--- src/rtl/bus_sched_pkg.sv ---
// Shared types and widths for the bus round-robin scheduler.
package bus_sched_pkg;

  typedef enum logic [1:0] {IDLE, POP, DELIVER} sched_state_e;

  localparam int ADDR_W = 8;
  localparam int CNT_W  = 16;

endpackage

--- src/rtl/bus_rr_scheduler_pick.sv ---
// Combinational rotating-priority encoder: grants the first request after ptr, wrapping mod N.
module rr_pick #(
  parameter int N  = 4,
  parameter int IW = 2
) (
  input  logic [N-1:0]  req,
  input  logic [IW-1:0] ptr,
  output logic [IW-1:0] gnt_idx,
  output logic          gnt_vld
);

  int idx;

  always_comb begin
    gnt_idx = '0;
    gnt_vld = 1'b0;
    idx     = 0;
    // k = N revisits ptr itself, so a lone requester at ptr still wins.
    for (int k = 1; k <= N; k++) begin
      idx = int'(ptr) + k;
      if (idx >= N) idx = idx - N;
      if (!gnt_vld && req[idx]) begin
        gnt_vld = 1'b1;
        gnt_idx = IW'(idx);
      end
    end
  end

endmodule

--- src/rtl/bus_rr_scheduler.sv ---
// Round-robin packet mover between terminal FIFOs: IDLE picks a source, POP consumes its head,
// DELIVER pushes to the decoded destination (or all others on broadcast). One packet per 3 cycles.
module bus_rr_scheduler
  import bus_sched_pkg::*;
#(
  parameter int          drvrs     = 4,
  parameter int          pckg_sz   = 16,
  parameter logic [7:0]  broadcast = 8'hFF
) (
  input  logic                             clk,
  input  logic                             reset,
  input  logic [drvrs-1:0]                 pndng,
  input  logic [drvrs-1:0][pckg_sz-1:0]    D_pop,
  output logic [drvrs-1:0]                 pop,
  output logic [drvrs-1:0]                 push,
  output logic [drvrs-1:0][pckg_sz-1:0]    D_push,
  output logic                             busy,
  output logic [CNT_W-1:0]                 pkt_cnt,
  output logic [CNT_W-1:0]                 drop_cnt
);

  localparam int IW = $clog2(drvrs);

  sched_state_e                     state_q, state_d;
  logic [IW-1:0]                    src_q, src_d;
  logic [IW-1:0]                    rr_ptr_q, rr_ptr_d;
  logic [pckg_sz-1:0]               pkt_q, pkt_d;
  logic [drvrs-1:0]                 pop_q, pop_d;
  logic [drvrs-1:0]                 push_q, push_d;
  logic [drvrs-1:0][pckg_sz-1:0]    dpush_q, dpush_d;
  logic                             busy_q, busy_d;
  logic [CNT_W-1:0]                 pkt_cnt_q, pkt_cnt_d;
  logic [CNT_W-1:0]                 drop_cnt_q, drop_cnt_d;

  logic [IW-1:0]                    gnt_idx;
  logic                             gnt_vld;
  logic [pckg_sz-1:0]               head;
  logic [ADDR_W-1:0]                dest;

  rr_pick #(.N(drvrs), .IW(IW)) u_pick (
    .req     (pndng),
    .ptr     (rr_ptr_q),
    .gnt_idx (gnt_idx),
    .gnt_vld (gnt_vld)
  );

  // Head of the selected FIFO is still valid throughout the POP cycle.
  assign head = D_pop[src_q];
  assign dest = head[pckg_sz-1 -: ADDR_W];

  always_ff @(posedge clk or posedge reset) begin
    if (reset) begin
      state_q    <= IDLE;
      src_q      <= '0;
      rr_ptr_q   <= IW'(drvrs - 1);
      pkt_q      <= '0;
      pop_q      <= '0;
      push_q     <= '0;
      dpush_q    <= '0;
      busy_q     <= 1'b0;
      pkt_cnt_q  <= '0;
      drop_cnt_q <= '0;
    end else begin
      state_q    <= state_d;
      src_q      <= src_d;
      rr_ptr_q   <= rr_ptr_d;
      pkt_q      <= pkt_d;
      pop_q      <= pop_d;
      push_q     <= push_d;
      dpush_q    <= dpush_d;
      busy_q     <= busy_d;
      pkt_cnt_q  <= pkt_cnt_d;
      drop_cnt_q <= drop_cnt_d;
    end
  end

  always_comb begin
    state_d = state_q;
    case (state_q)
      IDLE:    if (gnt_vld) state_d = POP;
      POP:     state_d = DELIVER;
      DELIVER: state_d = IDLE;
      default: state_d = IDLE;
    endcase
  end

  always_comb begin
    src_d      = src_q;
    rr_ptr_d   = rr_ptr_q;
    pkt_d      = pkt_q;
    pop_d      = '0;
    push_d     = '0;
    dpush_d    = '0;
    busy_d     = (state_d != IDLE);
    pkt_cnt_d  = pkt_cnt_q;
    drop_cnt_d = drop_cnt_q;
    case (state_q)
      IDLE: begin
        if (gnt_vld) begin
          src_d          = gnt_idx;
          pop_d[gnt_idx] = 1'b1;
        end
      end
      POP: begin
        pkt_d = head;
        // Decode now so push is a registered output during DELIVER.
        for (int j = 0; j < drvrs; j++) begin
          if (j != int'(src_q) && (dest == broadcast || dest == ADDR_W'(j))) begin
            push_d[j]  = 1'b1;
            dpush_d[j] = head;
          end
        end
      end
      DELIVER: begin
        rr_ptr_d = src_q;
        if (|push_q) pkt_cnt_d  = pkt_cnt_q + CNT_W'(1);
        else         drop_cnt_d = drop_cnt_q + CNT_W'(1);
      end
      default: ;
    endcase
  end

  assign pop      = pop_q;
  assign push     = push_q;
  assign D_push   = dpush_q;
  assign busy     = busy_q;
  assign pkt_cnt  = pkt_cnt_q;
  assign drop_cnt = drop_cnt_q;

endmodule

--- config.mk ---
export PLATFORM = sky130hd
export DESIGN_NAME = bus_rr_scheduler
export DESIGN_NICKNAME = d
export VERILOG_FILES = /design/src/rtl/bus_sched_pkg.sv /design/src/rtl/bus_rr_scheduler_pick.sv /design/src/rtl/bus_rr_scheduler.sv
export SDC_FILE = /design/constraint.sdc
export NUM_CORES = 1
export LEC_CHECK = 0
export ABC_AREA = 1
export CAP_MARGIN = 20
export CORE_MARGIN = 3
export CORE_UTILIZATION = 41
export DETAILED_ROUTE_END_ITERATION = 12
export PLACE_DENSITY = 0.77
export SETUP_SLACK_MARGIN = 0.3
export SLEW_MARGIN = 40
export SYNTH_ARGS = -nofsm -noshare
export SYNTH_HDL_FRONTEND = slang
export SYNTH_SLANG_ARGS = --single-unit
export TNS_END_PERCENT = 50
--- constraint.sdc ---
create_clock -name clk -period 3.75 [get_ports clk]
set_input_delay 0.75 -clock clk [delete_from_list [all_inputs] [get_ports clk]]
set_output_delay 0.75 -clock clk [all_outputs]
set_load 0.005 [all_outputs]
Word-level counts from Yosys, hierarchy flattened
Cells that the tools add are included.
{"block": "op_classes", "bitwise": 1, "n_eq_ne": 9, "addsub": 10, "reduce_logical": 23, "n_mux": 42, "magnitude_cmp": 11}
{"cell": ">= comparator 32 x 4 -> 1 bit, second input constant", "n": 4}
{"cell": "less-than comparator 32 x 4 -> 1 bit, second input constant", "n": 4}
{"cell": "2-to-1 mux 32 bit", "n": 4}
{"cell": "subtractor 32 x 4 -> 32 bit, second input constant", "n": 4}
{"cell": "2-to-1 mux 16 bit", "n": 5}
{"cell": "2-to-1 mux 64 bit", "n": 1}
{"cell": "adder 16 x 1 -> 16 bit, second input constant", "n": 2}
{"cell": "binary-select mux 16 bit (select 2 bit)", "n": 1}
{"cell": "2-to-1 mux 1 bit", "n": 17}
{"cell": "equality test 8 x 2 -> 1 bit, second input constant", "n": 2}
{"cell": "2-to-1 mux 4 bit", "n": 3}
{"cell": "2-to-1 mux 2 bit", "n": 5}
{"cell": "binary-select mux 1 bit (select 2 bit)", "n": 4}
{"cell": "equality test 8 x 1 -> 1 bit, second input constant", "n": 1}
{"cell": "equality test 8 bit, second input constant", "n": 1}
{"cell": "logical AND 1 bit", "n": 8}
{"cell": "logical NOT 8 bit", "n": 1}
{"cell": "adder 2 x 2 -> 3 bit, second input constant", "n": 2}
{"cell": "less-than comparator 2 x 3 -> 1 bit, second input constant", "n": 2}
{"cell": "AND reduction 2 bit", "n": 3}
{"cell": "adder 2 x 3 -> 4 bit, second input constant", "n": 1}
{"cell": "logical OR 1 bit", "n": 4}
{"cell": "!= test 2 bit, first input constant", "n": 2}
{"cell": "one-hot mux 2 bit (2 select lines)", "n": 1}
{"cell": "11 further kinds", "n": 14}
{"block": "word_totals", "word_cells": 108, "inputBits": 70, "register_bits": 111}

Logic depth before layout (Yosys ltp)
{"block": "logic_depth", "depth_word": 22, "ltp_mapped": 14, "ltp_nobuf": 12}

Hierarchy
Synthesis repeated with hierarchy kept, for this count alone.
{"block": "hier_totals", "cells_unflattened": 589, "area_unflattened_um2": 5144.9}
{"module": "bus_rr_scheduler", "seq_area_each_um2": 2780.2, "area_each_um2": 4873.4, "n_inst": 1, "cells_each": 537}
{"module": "rr_pick", "seq_area_each_um2": 0.0, "area_each_um2": 271.5, "n_inst": 1, "cells_each": 52}

Worst setup path before layout
No wires, ideal clock.
{"block": "synth_timing", "kind": "flip-flop to flip-flop", "start": "register rr_ptr_q[0]", "end": "register src_q[1]", "required_ps": 3623, "setup_time_ps": 127, "t_arrival_ps": 1670, "synth_period_minus_slack_ps": 1798, "path_slack_ps": 1952, "path_buffers": 2, "stages_incl_launch_ff": 14, "cell_sequence": "dfstp_2 > buf_2 > inv_1 > buf_2 > nand2_1 > nand2_1 > nand2_1 > nand2_1 > nor2_1 > nand3_1 > nand2_1 > inv_1 > nand2_1 > o21ai_0"}
{"block": "synth_between", "elab_chain_len": 17, "word_cells_on_any_way": 43}
{"element": "start: declaration", "line_no": "bus_rr_scheduler.sv:26", "rtl": "logic [IW-1:0] rr_ptr_q, rr_ptr_d;"}
{"element": "start signal: assignment", "line_no": "bus_rr_scheduler.sv:55", "rtl": "rr_ptr_q <= IW'(drvrs - 1);"}
{"element": "start signal: assignment", "line_no": "bus_rr_scheduler.sv:66", "rtl": "rr_ptr_q <= rr_ptr_d;"}
{"element": "adder 2 x 1 -> 3 bit", "line_no": "bus_rr_scheduler_pick.sv:20", "rtl": "idx = int'(ptr) + k;"}
{"element": "subtractor 32 x 4 -> 32 bit or >= comparator 32 x 4 -> 1 bit (tied branches)", "line_no": "bus_rr_scheduler_pick.sv:21", "rtl": "if (idx >= N) idx = idx - N;"}
{"element": "2-to-1 mux 32 bit", "line_no": "bus_rr_scheduler_pick.sv:21"}
{"element": "binary-select mux 1 bit (select 2 bit)", "line_no": "bus_rr_scheduler_pick.sv:22", "rtl": "if (!gnt_vld && req[idx]) begin"}
{"element": "2-to-1 mux 1 bit (implied by the code) (2 in a row)", "line_no": "bus_rr_scheduler_pick.sv:22"}
{"element": "2-to-1 mux 1 bit", "line_no": "bus_rr_scheduler_pick.sv:22"}
{"element": "logical NOT 1 bit", "line_no": "bus_rr_scheduler_pick.sv:22"}
{"element": "logical AND 1 bit", "line_no": "bus_rr_scheduler_pick.sv:22"}
{"element": "2-to-1 mux 1 bit", "line_no": "bus_rr_scheduler_pick.sv:22"}
{"element": "logical NOT 1 bit", "line_no": "bus_rr_scheduler_pick.sv:22"}
{"element": "logical AND 1 bit", "line_no": "bus_rr_scheduler_pick.sv:22"}
{"element": "2-to-1 mux 1 bit", "line_no": "bus_rr_scheduler_pick.sv:22"}
{"element": "logical NOT 1 bit", "line_no": "bus_rr_scheduler_pick.sv:22"}
{"element": "logical AND 1 bit", "line_no": "bus_rr_scheduler_pick.sv:22"}
{"element": "2-to-1 mux 1 bit", "line_no": "bus_rr_scheduler_pick.sv:22"}
{"element": "AND reduction 2 bit (no source line)"}
{"element": "end signal: assignment", "line_no": "bus_rr_scheduler.sv:65", "rtl": "src_q <= src_d;"}
{"element": "end: declaration", "line_no": "bus_rr_scheduler.sv:25", "rtl": "logic [IW-1:0] src_q, src_d;"}
Several ways; a longest one is shown, not always the timed one. The select of a mux whose other input is x is not followed.
A chain may end at the register's enable or synchronous reset.

==> results.sh <==
export IMPL_async_reset_ff_share_pct=100
export IMPL_worstSetupEndpointType="flop"
export IMPL_drive_gt1_share_pct=5.46
export IMPL_die_h_um=116
export IMPL_holdBufCountCts=0
export IMPL_rsz0062_at_grt="no"
export IMPL_path_clk_slew_ns=0.08
export IMPL_arrival_ns=2.86
export IMPL_worstPathMaxFanout=22
export IMPL_grt_antenna_before_repair=0
export IMPL_critPathLaunchType="flop"
export IMPL_grt_pass1_vias=4438
export IMPL_wl_per_cell_um=14.7
export IMPL_chipWidth_um=116
export IMPL_drcViolationCount=0
export IMPL_outcome="finished, final reports clean"
export IMPL_rr_startpoint="src_q[0]$_DFFE_PP0P_"
export IMPL_reg2reg_slack_ns=1.15
export IMPL_clock_sinks=111
export IMPL_rows=39
export IMPL_yosysTopAreaCellShare_pct=54.5
export IMPL_crit_required_ns=4.01
export IMPL_crit_path_start="src_q[0]$_DFFE_PP0P_"
export IMPL_grt_busiest_layer="met2"
export IMPL_initial_core_util_pct=42.9
export IMPL_ctsResizeCount=0
export IMPL_dr_pass1_iters=5
export IMPL_core_mm2=0.0117
export IMPL_hold_violations=0
export IMPL_max_freq_mhz=385
export IMPL_ys_ff_latch=111
export IMPL_avgSynthCellArea_um2=8.31
export IMPL_period_minus_slack_ns=2.60
export IMPL_gp_congestion=0.922
export IMPL_cap_violations=0
export IMPL_fin_skew_ns=0.00776
export IMPL_diodes=0
export IMPL_hold_path_class="flop to flop"
export IMPL_grt_max_degree=38
export IMPL_synthCells=602
export IMPL_use_met2_pct=33.5
export IMPL_endpoint="D_push[29]$_DFF_PP0_"
export IMPL_syn_nets=674
export IMPL_fin_area_mm2=0.00721
export IMPL_syn_area_mm2=0.00500
export IMPL_vias=4513
export IMPL_clk_path_buf_depth=2
export IMPL_synth_area_leader_cell="dfrtp_1"
export IMPL_power_leakage_nw=3.56
export IMPL_r2r_end="D_push[29]$_DFF_PP0_"
export IMPL_grt_overflow_total=0
export IMPL_grt_use_total_pct=19.7
export IMPL_dieArea_mm2=0.0136
export IMPL_drt_initial_drc_count=328
export IMPL_slew_headroom_pct=46.1
export IMPL_peakVddDrop_mv=0.323
export IMPL_synth_distinct_cells=25
export IMPL_ys_top_cells_by_area="dfrtp_1 (54%), nand2_1 (12%), nor2_1 (8.9%), inv_1 (4.7%), xor2_1 (3.7%)"
export IMPL_syn_to_final_growth_pct=44.0
export IMPL_cts_inserted_buffers=9
export IMPL_yosys_warnings=0
export IMPL_worst_pin_slew_ns=0.809
export IMPL_whs_ns=0.525
export IMPL_cts_root_buf="clkbuf_16"
export IMPL_cts_tree="done"
export IMPL_slew_violations=0
export IMPL_total_power_mw=3.67
export IMPL_ys_flop_type="dfrtp_1"
export IMPL_crit_type="flop to flop"
export IMPL_viasPerCell=4.85
export IMPL_dp_hpwl_um=10700
export IMPL_cts_setup_buffers=0
export IMPL_gr_usage_met3_pct=3.16
export IMPL_io_pins=175
export IMPL_place_area_mm2=0.00689
export IMPL_final_setup_tns_ns=0
export IMPL_synth_edf_count=0
export IMPL_yosysSeqAreaShare_pct=55.6
export IMPL_clk_latency_ns=0.34
export IMPL_detail_route_antenna_nets=0
export IMPL_r2r_cells=11
export IMPL_htreeDepth=3
export IMPL_wirelength_um=13700
export IMPL_synthTopCellsByCount="nand2_1 (161), nor2_1 (118), dfrtp_1 (109)"
export IMPL_numPortBuffers=174
export IMPL_nets=854
export IMPL_min_period_over_period_pct=69.2
export IMPL_grt_first_pass_wirelength_um=21000
export IMPL_powerDensity_mw_per_mm2=510
export IMPL_met1_usage_pct=25.7
export IMPL_setup_viol=0
export IMPL_synth_most_common_cell="nand2_1"
logic make-up (layout without fill, tap and decap cells):
kind of cell / Yosys count / count (layout) / share of synthesized area [%]
and+or+nand+nor: 337 / 337 / 27.5
DFF: 111 / 111 / 55.6
buffers and inverters: 77 / 262 / 6.62
AOI/OAI and AO/OA: 47 / 47 / 4.98
xor gates and xnor gates: 28 / 28 / 4.90
adders and majority gates: 2 / 2 / 0.500
layer usage:
metal  wire (um)  part of all wire, %
met1        5800                   42
met2        6810                   50
met3         815                  5.9
met4         283                  2.1
met5           0                    0
area by class of cell:
cell class / instances / area (um^2)
clock inverters: 6 / 55.1
clock buffers: 10 / 239
repair buffers: 181 / 1810
flip-flops and latches: 111 / 2780
well taps: 143 / 179
fillers: 1004 / 4450
multi-input cells: 414 / 1890
inverters: 65 / 248
critical path: stages, from the launching register on:
cell and delay, ns:
dfrtp_1 0.87, nor2_2 0.24, nand2_1 0.15, nand2_1 0.07
nor2_1 0.12, buf_4 0.20, nand2_1 0.08, nor2_2 0.16
nand2_1 0.08, nand2_1 0.07, nand2_2 0.24, nor2_1 0.22
power by group:
| group | internal (mW) | leakage [nW] | switching [mW] |
|---|---|---|---|
| Combinational | 0.472 | 1.89 | 0.851 |
| Sequential | 1.29 | 1.53 | 0.127 |
| Clock | 0.485 | 0.146 | 0.450 |
flip-flops by register name, indices dropped and copies added, names as in the netlist:
register  count
D_push       64
drop_cnt     16
pkt_cnt      16
pop           4
push          4
rr_ptr_q      2
src_q         2
state_q       2
busy          1
per-stage QoR:
stage / cells / setup slack (ns) / utilization, %
2_1_floorplan: 602 / 1.66 / -
3_3_place_gp: 913 / 1.21 / 59.0
3_5_place_dp: 913 / 1.16 / 59.0
4_1_cts: 929 / 1.16 / 61.6
5_1_grt: 930 / 0.923 / 61.8
6_report: 930 / 1.15 / 61.8
worst min path at each step:
stage / slack (ns) / to / from / cells after the start
6_report: 0.52 / pkt_cnt[2]$_DFFE_PP0P_ / pkt_cnt[2]$_DFFE_PP0P_ / 1
3_3_place_gp: 0.50 / pkt_cnt[8]$_DFFE_PP0P_ / pkt_cnt[8]$_DFFE_PP0P_ / 1
2_1_floorplan: 0.50 / pkt_cnt[8]$_DFFE_PP0P_ / pkt_cnt[8]$_DFFE_PP0P_ / 1
3_5_place_dp: 0.52 / pkt_cnt[2]$_DFFE_PP0P_ / pkt_cnt[2]$_DFFE_PP0P_ / 1
4_1_cts: 0.53 / drop_cnt[6]$_DFFE_PP0P_ / drop_cnt[6]$_DFFE_PP0P_ / 1
5_1_grt: 0.56 / pkt_cnt[2]$_DFFE_PP0P_ / pkt_cnt[2]$_DFFE_PP0P_ / 1
placed cells by master (no fill, tap or decap), drive strengths merged:
cell type and count:
a31oi 1, dfstp 2, clkinvlp 1, a21boi 1
a21oi 16, clkbuf 10, clkdlybuf4s50 174, nor2 126
nor3 10, nand4 6, xor2 21, ha 2
nand2 166, clkinv 1, buf 7, o21ai 21
xnor2 7, o22ai 8, nand3 28, nor3b 1
inv 69, dfrtp 109
(Power assumes the default switching activity.)
